`config.mk`:
```
export PLATFORM = sky130hd
export DESIGN_NAME = pq_feeder
export DESIGN_NICKNAME = d
export VERILOG_FILES = /design/src/rtl/pq_pkg.sv /design/src/rtl/pq_fifo.sv /design/src/rtl/pq_feeder.sv
export SDC_FILE = /design/constraint.sdc
export NUM_CORES = 1
export LEC_CHECK = 0
export ABC_AREA = 1
export BUFFER_PORTS_ARGS = -buffer_cell sky130_fd_sc_hd__buf_2
export CAP_MARGIN = 20
export CELL_PAD_IN_SITES_DETAIL_PLACEMENT = 0
export CELL_PAD_IN_SITES_GLOBAL_PLACEMENT = 2
export CORE_MARGIN = 1
export CORE_UTILIZATION = 33
export DETAILED_ROUTE_END_ITERATION = 7
export GPL_ROUTABILITY_DRIVEN = 0
export GPL_TIMING_DRIVEN = 0
export PLACE_DENSITY = 0.88
export SLEW_MARGIN = 10
export SYNTH_ARGS = -nofsm -noshare
export SYNTH_HDL_FRONTEND = slang
export SYNTH_SLANG_ARGS = --single-unit
```
`constraint.sdc`:
```
create_clock -name ck -period 4.31 [get_ports ck]
set_input_delay 0.6465 -clock ck [delete_from_list [all_inputs] [get_ports ck]]
set_output_delay 0.6465 -clock ck [all_outputs]
set_load 0.01 [all_outputs]
```
`src/rtl/pq_pkg.sv`:
```
// Shared definitions for the priority-queue feeder and the queue it drives.
// Holds the controller state encoding and the default sizing constants.
package pq_pkg;

    localparam int PQ_WIDTH     = 1;
    localparam int PQ_DEPTH     = 6;
    localparam int PQ_BUF_DEPTH = 2;

    typedef enum logic [1:0] {
        INIT  = 2'd0,
        RUN   = 2'd1,
        FLUSH = 2'd2
    } pq_state_t;

    // A single-entry buffer still needs a one-bit pointer to be legal.
    function automatic int ptr_bits(input int depth);
        return (depth > 1) ? $clog2(depth) : 1;
    endfunction

endpackage

```
`src/rtl/pq_fifo.sv`:
```
// Small circular input buffer between the producer and the queue controller.
// Pointers wrap modulo BUF_DEPTH; clear discards everything held.
module pq_fifo
    import pq_pkg::*;
#(
    parameter int WIDTH     = PQ_WIDTH,
    parameter int BUF_DEPTH = PQ_BUF_DEPTH
) (
    input  logic             ck,
    input  logic             r,
    input  logic             clear,
    input  logic             push,
    input  logic [WIDTH-1:0] push_data,
    input  logic             pop,
    output logic [WIDTH-1:0] head,
    output logic             empty,
    output logic             full
);

    localparam int PW = ptr_bits(BUF_DEPTH);
    localparam int OW = $clog2(BUF_DEPTH + 1);
    localparam logic [PW-1:0] LAST = PW'(BUF_DEPTH - 1);
    localparam logic [OW-1:0] CAP  = OW'(BUF_DEPTH);

    logic [WIDTH-1:0] mem [BUF_DEPTH];
    logic [PW-1:0]    rd_ptr;
    logic [PW-1:0]    wr_ptr;
    logic [OW-1:0]    occ;
    logic             do_push;
    logic             do_pop;

    assign empty   = (occ == '0);
    assign full    = (occ == CAP);
    assign do_push = push && !full;
    assign do_pop  = pop && !empty;
    assign head    = mem[rd_ptr];

    always_ff @(posedge ck or negedge r) begin
        if (!r) begin
            rd_ptr <= '0;
            wr_ptr <= '0;
            occ    <= '0;
        end else if (clear) begin
            rd_ptr <= '0;
            wr_ptr <= '0;
            occ    <= '0;
        end else begin
            if (do_push) begin
                wr_ptr <= (wr_ptr == LAST) ? '0 : wr_ptr + PW'(1);
            end
            if (do_pop) begin
                rd_ptr <= (rd_ptr == LAST) ? '0 : rd_ptr + PW'(1);
            end
            // Push and pop together leave occupancy unchanged.
            case ({do_push, do_pop})
                2'b10:   occ <= occ + OW'(1);
                2'b01:   occ <= occ - OW'(1);
                default: occ <= occ;
            endcase
        end
    end

    always_ff @(posedge ck) begin
        if (do_push && !clear) begin
            mem[wr_ptr] <= push_data;
        end
    end

endmodule

```
`src/rtl/pq_feeder.sv`:
```
// Controller that feeds buffered values into a downstream priority queue and
// mirrors its occupancy; every queue command is registered one cycle.
module pq_feeder
    import pq_pkg::*;
#(
    parameter int WIDTH     = PQ_WIDTH,
    parameter int DEPTH     = PQ_DEPTH,
    parameter int BUF_DEPTH = PQ_BUF_DEPTH
) (
    input  logic                       ck,
    input  logic                       r,
    input  logic                       in_valid,
    input  logic [WIDTH-1:0]           in_data,
    output logic                       in_ready,
    input  logic                       pop,
    input  logic                       flush,
    output logic                       q_loadIn,
    output logic                       q_shiftOut,
    output logic                       q_clear,
    output logic [WIDTH-1:0]           q_newVal,
    output logic [$clog2(DEPTH+1)-1:0] count,
    output logic                       empty,
    output logic                       full,
    output logic                       err_underflow
);

    localparam int CW = $clog2(DEPTH + 1);
    localparam logic [CW-1:0] CAP = CW'(DEPTH);

    pq_state_t        state;
    logic             buf_empty;
    logic             buf_full;
    logic             buf_push;
    logic             buf_clear;
    logic [WIDTH-1:0] buf_head;
    logic             do_shift;
    logic             do_load;
    logic             do_underflow;

    assign empty     = (count == '0);
    assign full      = (count == CAP);
    assign in_ready  = (state == RUN) && !buf_full;
    assign buf_push  = in_valid && in_ready;
    assign buf_clear = (state == FLUSH);

    pq_fifo #(
        .WIDTH     (WIDTH),
        .BUF_DEPTH (BUF_DEPTH)
    ) u_fifo (
        .ck        (ck),
        .r         (r),
        .clear     (buf_clear),
        .push      (buf_push),
        .push_data (in_data),
        .pop       (do_load),
        .head      (buf_head),
        .empty     (buf_empty),
        .full      (buf_full)
    );

    // A pop of an empty queue issues no removal, which leaves the slot free for a load.
    always_comb begin
        do_shift     = 1'b0;
        do_load      = 1'b0;
        do_underflow = 1'b0;
        if (state == RUN && !flush) begin
            if (pop && count != '0) begin
                do_shift = 1'b1;
            end else begin
                do_underflow = pop;
                do_load      = !buf_empty && (count != CAP);
            end
        end
    end

    always_ff @(posedge ck or negedge r) begin
        if (!r) begin
            state         <= INIT;
            count         <= '0;
            q_loadIn      <= 1'b0;
            q_shiftOut    <= 1'b0;
            q_clear       <= 1'b0;
            q_newVal      <= '0;
            err_underflow <= 1'b0;
        end else begin
            q_loadIn      <= do_load;
            q_shiftOut    <= do_shift;
            q_clear       <= (state == INIT) || (state == FLUSH);
            q_newVal      <= do_load ? buf_head : '0;
            err_underflow <= do_underflow;

            if (state == FLUSH) begin
                count <= '0;
            end else if (do_shift) begin
                count <= count - CW'(1);
            end else if (do_load) begin
                count <= count + CW'(1);
            end

            case (state)
                INIT:    state <= RUN;
                RUN:     state <= flush ? FLUSH : RUN;
                FLUSH:   state <= RUN;
                default: state <= INIT;
            endcase
        end
    end

endmodule

```
* After elaboration in Yosys (flattened, before gate mapping)
Memory sizes are Yosys's and may differ from the RTL's.
Index checks and enable logic that the tools add are counted.
** Cells by class
- Reduce and logical (&&, ||, !) cells :: 22
- Add/sub/neg operators :: 6
- Equality and inequality tests :: 7
- Mux-type cells :: 22
** Operator list (count)
- 1-bit two-way mux :: 15
- 3-bit two-way mux :: 3
- 3-bit nonzero test :: 3
- 1-bit logical AND :: 8
- 2-bit case mux with 2 select lines :: 2
- 2-bit equality test, second input constant :: 3
- 2-bit by 1-bit equality test with 1-bit output, second input constant :: 2
- 1-bit zero test :: 4
- 2-bit zero test :: 2
- 2-bit two-way mux :: 2
- 2-bit nonzero test :: 2
- 3-bit by 1-bit adder with 3-bit output, second input constant :: 1
- 3-bit equality test, second input constant :: 1
- 3-bit zero test :: 1
- 3-bit != test, second input constant :: 1
- 3-bit by 1-bit subtractor with 3-bit output, second input constant :: 1
- 1-bit adder, second input constant :: 2
- 2-bit by 1-bit adder with 2-bit output, second input constant :: 1
- 2-bit OR reduction :: 1
- 2-bit by 1-bit subtractor with 2-bit output, second input constant :: 1
- 1-bit logical OR :: 1
** Storage, ports and cells
- Input port bits :: 6
- Bits in writable memories :: 2
- Memories :: 1
- Bits in registers :: 14
- Logic and storage cells :: 68
** Memory list
- u_fifo.mem :: words 2, width 1, rd ports 1, clocked after memory_dff 0, wr ports 1, RTL line pq_fifo.sv:25 : logic [WIDTH-1:0] mem [BUF_DEPTH];

* Longest topological paths before layout
Gate-level depths: netlist of run 1.
- Depth in word-level cells :: 9
- Gate-level depth with buffers :: 9
- Depth with buffers taken out :: 9

* Cells and area by module
A second synthesis of run 1 with hierarchy kept.
** Unflattened totals
- Cells, all modules :: 97
- Area, all modules :: 848.3 sq um
** By module, submodules not included
- pq_feeder :: area each 521.8 sq um, times used 1, cells an instance 58
- pq_fifo :: area each 326.6 sq um, times used 1, cells an instance 39

* Least setup slack after synthesis of run 1
Ideal clock, no wire load.
- Kind :: input to register
- Start point :: in flush
- End point :: reg count[2]
- Stages on the path :: 8
- Data arrival time :: 1696 ps
- Setup slack :: 2497 ps
- Data required time :: 4193 ps
- Path buffers :: 0
- Cell sequence :: nor2_1 nand2_1 nor2_4 fa_1 xor2_1 xor2_1 nand2_1 nand2_1
** On the way
- Word-level cells in the longest chain between the ends :: 5
** Ends and longest elaborated chain
- start, declared :: RTL line pq_feeder.sv:16 : input logic flush,
- 1-bit zero test (*) :: RTL line pq_feeder.sv:66 : if (state == RUN && !flush) begin
- 1-bit logical AND (*) :: RTL line pq_feeder.sv:66
- 1-bit two-way mux (*) :: RTL line pq_feeder.sv:66
- via do_shift :: RTL line pq_feeder.sv:36 : logic do_shift;
- 3-bit two-way mux :: RTL line pq_feeder.sv:94 : end else if (do_shift) begin
- 3-bit two-way mux :: RTL line pq_feeder.sv:92 : if (state == FLUSH) begin
- end signal, assigned :: RTL line pq_feeder.sv:95 : count <= count - CW'(1);
- end signal, assigned :: RTL line pq_feeder.sv:97 : count <= count + CW'(1);
- end, declared :: RTL line pq_feeder.sv:21 : output logic [$clog2(DEPTH+1)-1:0] count,
The timed path passes the listed nets; every way through them passes the cells marked *.
A chain may end at the register's enable or synchronous reset.

* Worst setup path after layout of run 1
- Start point :: reg count[0]
- End point :: out empty
** On the way
- Word-level cells in the longest chain between the ends :: 1
** Ends and longest elaborated chain
- 3-bit zero test :: RTL line pq_feeder.sv:40 : assign empty = (count == '0);
- end, declared :: RTL line pq_feeder.sv:22 : output logic empty,
No other way between the ends.

==> results.cfg, run 1 <==
[status]
status = finished, final reports clean

[clock_tree]
cts_hold_buf = 0
htreeDepth = 1
cts_root_buf = clkbuf_4
cts_inserted_buffers = 3
path_clk_slew_ns = 0.10
insertion_delay_ns = 0.28
ctsResizeCount = 0
tritoncts = yes
post_cts_buffers = 0
clockBufferDepth = 2
clock-sinks = 16

[layout]
diodes = 0
regArea_um2 = 410
fill_cells = 245
layout_common_cells = nand2_1 (18), buf_2 (16), dfrtp_1 (14), inv_1 (12), nor2_1 (10)
multiInputGateArea_um2 = 320
mostFrequentLayoutCell = nand2_1
final_cell_area_um2 = 928
fin_nets = 116
area_growth_pct = 18.0
drive_above_1_share_pct = 32.4

[floorplanning]
core-area_um2 = 2230
die_height_um = 50.8
die_x_um = 50.8
rows = 17
initial_core_util_pct = 35.2
ioPinCount = 17
die_area_um2 = 2580

[logic_synthesis]
yosysUniqueCellTypes = 18
syn_nets = 95
yosys_warnings = 0
ys_seq_elements = 16
synth_area_um2 = 787
yosysSeqAreaShare_pct = 52.1
avgSynthCellArea_um2 = 8.94
synthCells = 88

[sta]
timing.final.crit_share_pct = 42.8
fmax_mhz = 542
finalMaxSlewViolations = 0
hold_violations = 0
tns_ns = 0
worst_pin_slew_ns = 0.325
slew_headroom_pct = 78.4
final-setup-viol-count = 0
hold_ws_ns = 0.243
fin_skew_ns = 0.00783
fin_crit_ns = 1.85
rsz0062_at_grt = no
fin_ws_ns = 2.46

[global_routing]
track_usage_pct = 12.5
grt_overflow = 0
grt_max_degree = 15
antenna_found_initial = 0
grt_pass1_vias = 530
grt_first_pass_wirelength_um = 2360

[routing]
drt_iter0_drc = 12
viasPerCell = 4.35
routed_wl_um = 1420
dr.pass1.iters = 4
drtAntennaViolNets = 0
remaining_drc_errors = 0
wl_per_cell_um = 10.4
vias = 592

[setup_path]
ff2ff_setup_slack_ns = 2.49
r2r-start = count[0]$_DFFE_PN0P_
cp.arrival_ns = 1.20
ff2ff_path_depth = 9
cp-startpoint = count[0]$_DFFE_PN0P_
critical_path_class = flip-flop to output pin
reg2reg_to = count[2]$_DFFE_PN0P_
required_ns = 3.66
end_kind = output pin
start_kind = flip-flop
worstPathMaxFanout = 7

[placed_design]
place_ws_ns = 2.31
io_buffers = 16
post_dp_cell_area_um2 = 902
detailed_place_hpwl_um = 1110

[pwr]
power_density_nw_per_um2 = 646
p_leak_uw = 0.000506
vdd_ir_drop_max_mv = 0.287

[min_path]
hold_path_class = primary input to asynchronous set/reset pin

[run]
drv_cap = 0
-- routing by layer --
metal,global-route usage (%),up-vias,routed length [µm]
met5,0,-,0
met4,5.56,0,13
met3,2.68,2,53
met2,17.8,14,638
met1,18.0,266,714
li1,-,310,-
-- cells in the mapped netlist, drive strengths merged --
cell type | instances | share of area [%]
a21oi | 2 | 2.7
dfrtp | 14 | 45
edfxtp | 2 | 7.6
fa | 1 | 2.5
inv | 15 | 7.2
nand2 | 24 | 14
nand3 | 4 | 2.5
nand4 | 3 | 2.4
nor2 | 16 | 11
nor3b | 1 | 0.95
o21ai | 4 | 2.5
xor2 | 2 | 2.2
-- stage by stage --
stage / instances / util (%) / total power (µW)
finish: 136 / 41.6 / 600
global route: 136 / 41.6 / 653
CTS: 136 / 41.6 / 610
detailed placement: 132 / 40.4 / 527
global placement: 132 / 40.4 / 520
floorplan: 88 / - / 449
-- cells by family after synthesis --
logic type | Yosys count | share of synthesized area, %
AO/OA/AOI/OAI | 6 | 5.25
XOR/XNOR | 2 | 2.23
adder cells (fa/ha/maj) | 1 | 2.54
buffers and inverters | 15 | 7.15
flip-flops | 16 | 52.1
AND/OR/NAND/NOR | 48 | 30.7
-- where the power goes --
part           switching, µW  total [µW]  internal, µW
registers               44.2         248           204
clock network           46.3        79.8          33.5
logic                    172         273           101
total                    263         600           338
-- registers in the layout (all words and copies together), names as in the netlist --
signal	count
count	3
err_underflow	1
q_clear	1
q_loadIn	1
q_newVal	1
q_shiftOut	1
state	2
u_fifo.mem	2
u_fifo.occ	2
u_fifo.rd_ptr	1
u_fifo.wr_ptr	1
-- area by class of cell --
class	count	share of cell area [%]
Clock buffer	3	2.43
Clock inverter	1	0.404
Multi-Input combinational cell	57	34.5
Inverter	15	6.06
Timing Repair Buffer	16	8.63
Sequential cell	16	44.2
Tap cell	28	3.77
-- worst max-delay path, cell delays in order (launching register included) --
cell,delay (ns)
dfrtp_1,0.48
nor2_1,0.16
nand2_2,0.10
inv_1,0.06
buf_2,0.12
-- worst max-delay path by stage --
| stage | end |
|---|---|
| floorplan | count[2]$_DFFE_PN0P_ |
| global placement | count[2]$_DFFE_PN0P_ |
| detailed placement | count[2]$_DFFE_PN0P_ |
| CTS | empty |
| global route | empty |
| finish | empty |
Power figures use the tool's default switching activity.
==> inputs of run 2 (changes only) <==
ABC_AREA = 0   (was 1)
CORE_UTILIZATION = 30   (was 33)
PLACE_DENSITY = 0.8   (was 0.88)
clock period = 1.6 ns   (was 4.31 ns; I/O delays follow)
==> run 2 against run 1 <==
Against the previous run: die area up 14%; the flow now finishes with violations (negative setup slack); routed wire length grew 23%; area after synthesis grew 4.1%.
==> results.cfg, run 2 <==
[routing]
drt_iter0_drc = 9
remaining_drc_errors = 0
wl_per_cell_um = 13.1
dr.pass1.iters = 4
routed_wl_um = 1750
viasPerCell = 4.83
drtAntennaViolNets = 0
vias = 647

[layout]
instances_no_fill = 134
fill_cells = 243
drive_above_1_share_pct = 44.2
fin_nets = 112
diodes = 0
final_util_pct = 42.8
area_growth_pct = 31.6
mostFrequentLayoutCell = buf_2
largest_reg_flops = 3
layout_common_cells = buf_2 (16), dfrtp_1 (11), buf_4 (9), nor2_1 (8), o21ai_0 (5)
top_register = count

[logic_synthesis]
ys_seq_elements = 16
yosys_warnings = 0
synth_edf_count = 2
synthCells = 75
synth-async-reset-ratio_pct = 87.5
ys.flop_type = dfrtp_1
synth_top_cell_area_share_pct = 42.7
syn_nets = 82
synth_area_um2 = 820
synth_common_cells = dfrtp_1 (14), nor2_1 (9), o21ai_0 (6)
yosysUniqueCellTypes = 36
yosysMostFrequentCell = dfrtp_1
yosys-top-cells-area = dfrtp_1 (43%), edfxtp_1 (7.3%), nor2_1 (4.1%), mux2i_1 (3.7%), o21ai_0 (3.7%)
yosysTopAreaCell = dfrtp_1
yosysSeqAreaShare_pct = 50.1
avgSynthCellArea_um2 = 10.9

[setup_path]
cp.arrival_ns = 1.94
start_kind = flip-flop
r2r-start = count[2]$_DFFE_PN0P_
required_ns = 1.82
worstPathMaxFanout = 6
ff2ff_setup_slack_ns = -0.13
ff2ff_path_depth = 7
reg2reg_to = count[2]$_DFFE_PN0P_
critical_path_class = flip-flop to flip-flop
crit_end = count[2]$_DFFE_PN0P_
end_kind = flip-flop
cp-startpoint = count[2]$_DFFE_PN0P_

[sta]
finalMaxSlewViolations = 0
worst_pin_slew_ns = 0.391
final-setup-viol-count = 4
fin_crit_ns = 1.73
fin_skew_ns = 0.00607
rsz0062_at_grt = yes
hold_violations = 0
slew_headroom_pct = 73.7
timing.final.crit_share_pct = 108
fmax_mhz = 579
fin_ws_ns = -0.126

[clock_tree]
tritoncts = yes
cts_inserted_buffers = 3
htreeDepth = 1
cts_root_buf = clkbuf_4
clockBufferDepth = 2
clock-sinks = 16
path_clk_slew_ns = 0.09
insertion_delay_ns = 0.29

[min_path]
hold_path_class = primary input to flip-flop
whs_path_depth = 1

[pwr]
power_density_nw_per_um2 = 1660
finalPower_uw = 1790
p_leak_uw = 0.000495
vdd_ir_drop_max_mv = 0.797

[placed_design]
detailed_place_hpwl_um = 1220
placed_cells = 121
io_buffers = 16

[status]
status = complete, but fails checks
violations = negative setup slack

[run]
drv_cap = 0

[global_routing]
grt_overflow = 0
grt_max_degree = 15
grt_first_pass_wirelength_um = 2780
grt_pass1_vias = 600
antenna_found_initial = 0
track_usage_pct = 13.9

[floorplanning]
die_x_um = 54.3
core-area_um2 = 2520
ioPinCount = 17
rows = 18
die_height_um = 54.3
initial_core_util_pct = 32.5
die_area_um2 = 2940
==> run 2: cell types whose count changed after synthesis, moves of 4 or more <==
cell / delta
inv_1: -9
o21ai_0: +6
nand2_2: -4
nand2_1: -15
==> run 2: timing repair <==
| item | CTS | global route |
|---|---|---|
| pin swaps | 5 | 0 |
| setup endpoints to repair | 3 | 5 |
| buffers inserted | 5 | 4 |
| hold buffers | 1 | 0 |
| gates resized for setup | 2 | 1 |
| hold endpoints to repair | 14 | 0 |
| gates cloned | 0 | 0 |
==> run 2: report_power, final <==
group / leakage, µW / internal (µW) / switching, µW
clock network: 0.0000210 / 139 / 126
registers: 0.000192 / 536 / 142
logic: 0.000282 / 416 / 431
==> run 2: cells by family after synthesis <==
kind of cell	Yosys count	synth area share, %
compound gates	14	11.6
fa+ha+maj	1	2.44
flops	16	50.1
mux	3	3.66
xor+xnor	4	4.28
simple gates	32	25.2
buf+inv	5	2.75
==> run 2: worst min path at each step <==
stage                     startpoint                   endpoint  slack (ns)
final                        in_data    u_fifo.mem[0]$_DFFE_PP_        0.15
after floorplan                    r       count[0]$_DFFE_PN0P_       -0.06
after detailed placement           r         q_newVal$_DFF_PN0_        0.16
after global placement             r  u_fifo.rd_ptr$_DFFE_PN0P_        0.16
after global routing         in_data    u_fifo.mem[0]$_DFFE_PP_        0.13
after CTS                    in_data    u_fifo.mem[0]$_DFFE_PP_        0.14
==> run 2: area by class of cell <==
type	count	area [µm²]	share of cell area [%]
Tap cell	30	37.5	3.48
Inverter	4	15.0	1.39
Clock buffer	4	36.3	3.36
Timing Repair Buffer	26	158	14.6
Multi-Input combinational cell	54	418	38.7
Sequential cell	16	414	38.4
==> run 2: worst max-delay path: stages (launching register included) <==
cell and delay [ns]:
dfrtp_2 0.46, o31ai_4 0.28, nor2_4 0.07, fa_2 0.40, xor2_2 0.15, nand3_1 0.08, o21a_1 0.11, o21ai_1 0.11
==> run 2: metal layers <==
layer,part of all wire (%),global-route usage [%],vias to the layer above
met5,0,0,-
met4,0.80,4.27,0
met3,5.8,6.11,2
met2,47,20.9,17
met1,46,17.7,308
li1,-,-,320
==> run 2: per-stage QoR <==
stage,hold WS [ns],instance area [µm²],setup WS (ns),setup TNS [ns]
global placement,0.158,966,-0.270,-0.380
detailed placement,0.160,966,-0.297,-0.420
finish,0.147,1080,-0.126,-0.261
floorplan,-0.0556,848,-0.204,-0.232
global route,0.128,1080,-0.244,-0.632
CTS,0.141,1050,-0.203,-0.398
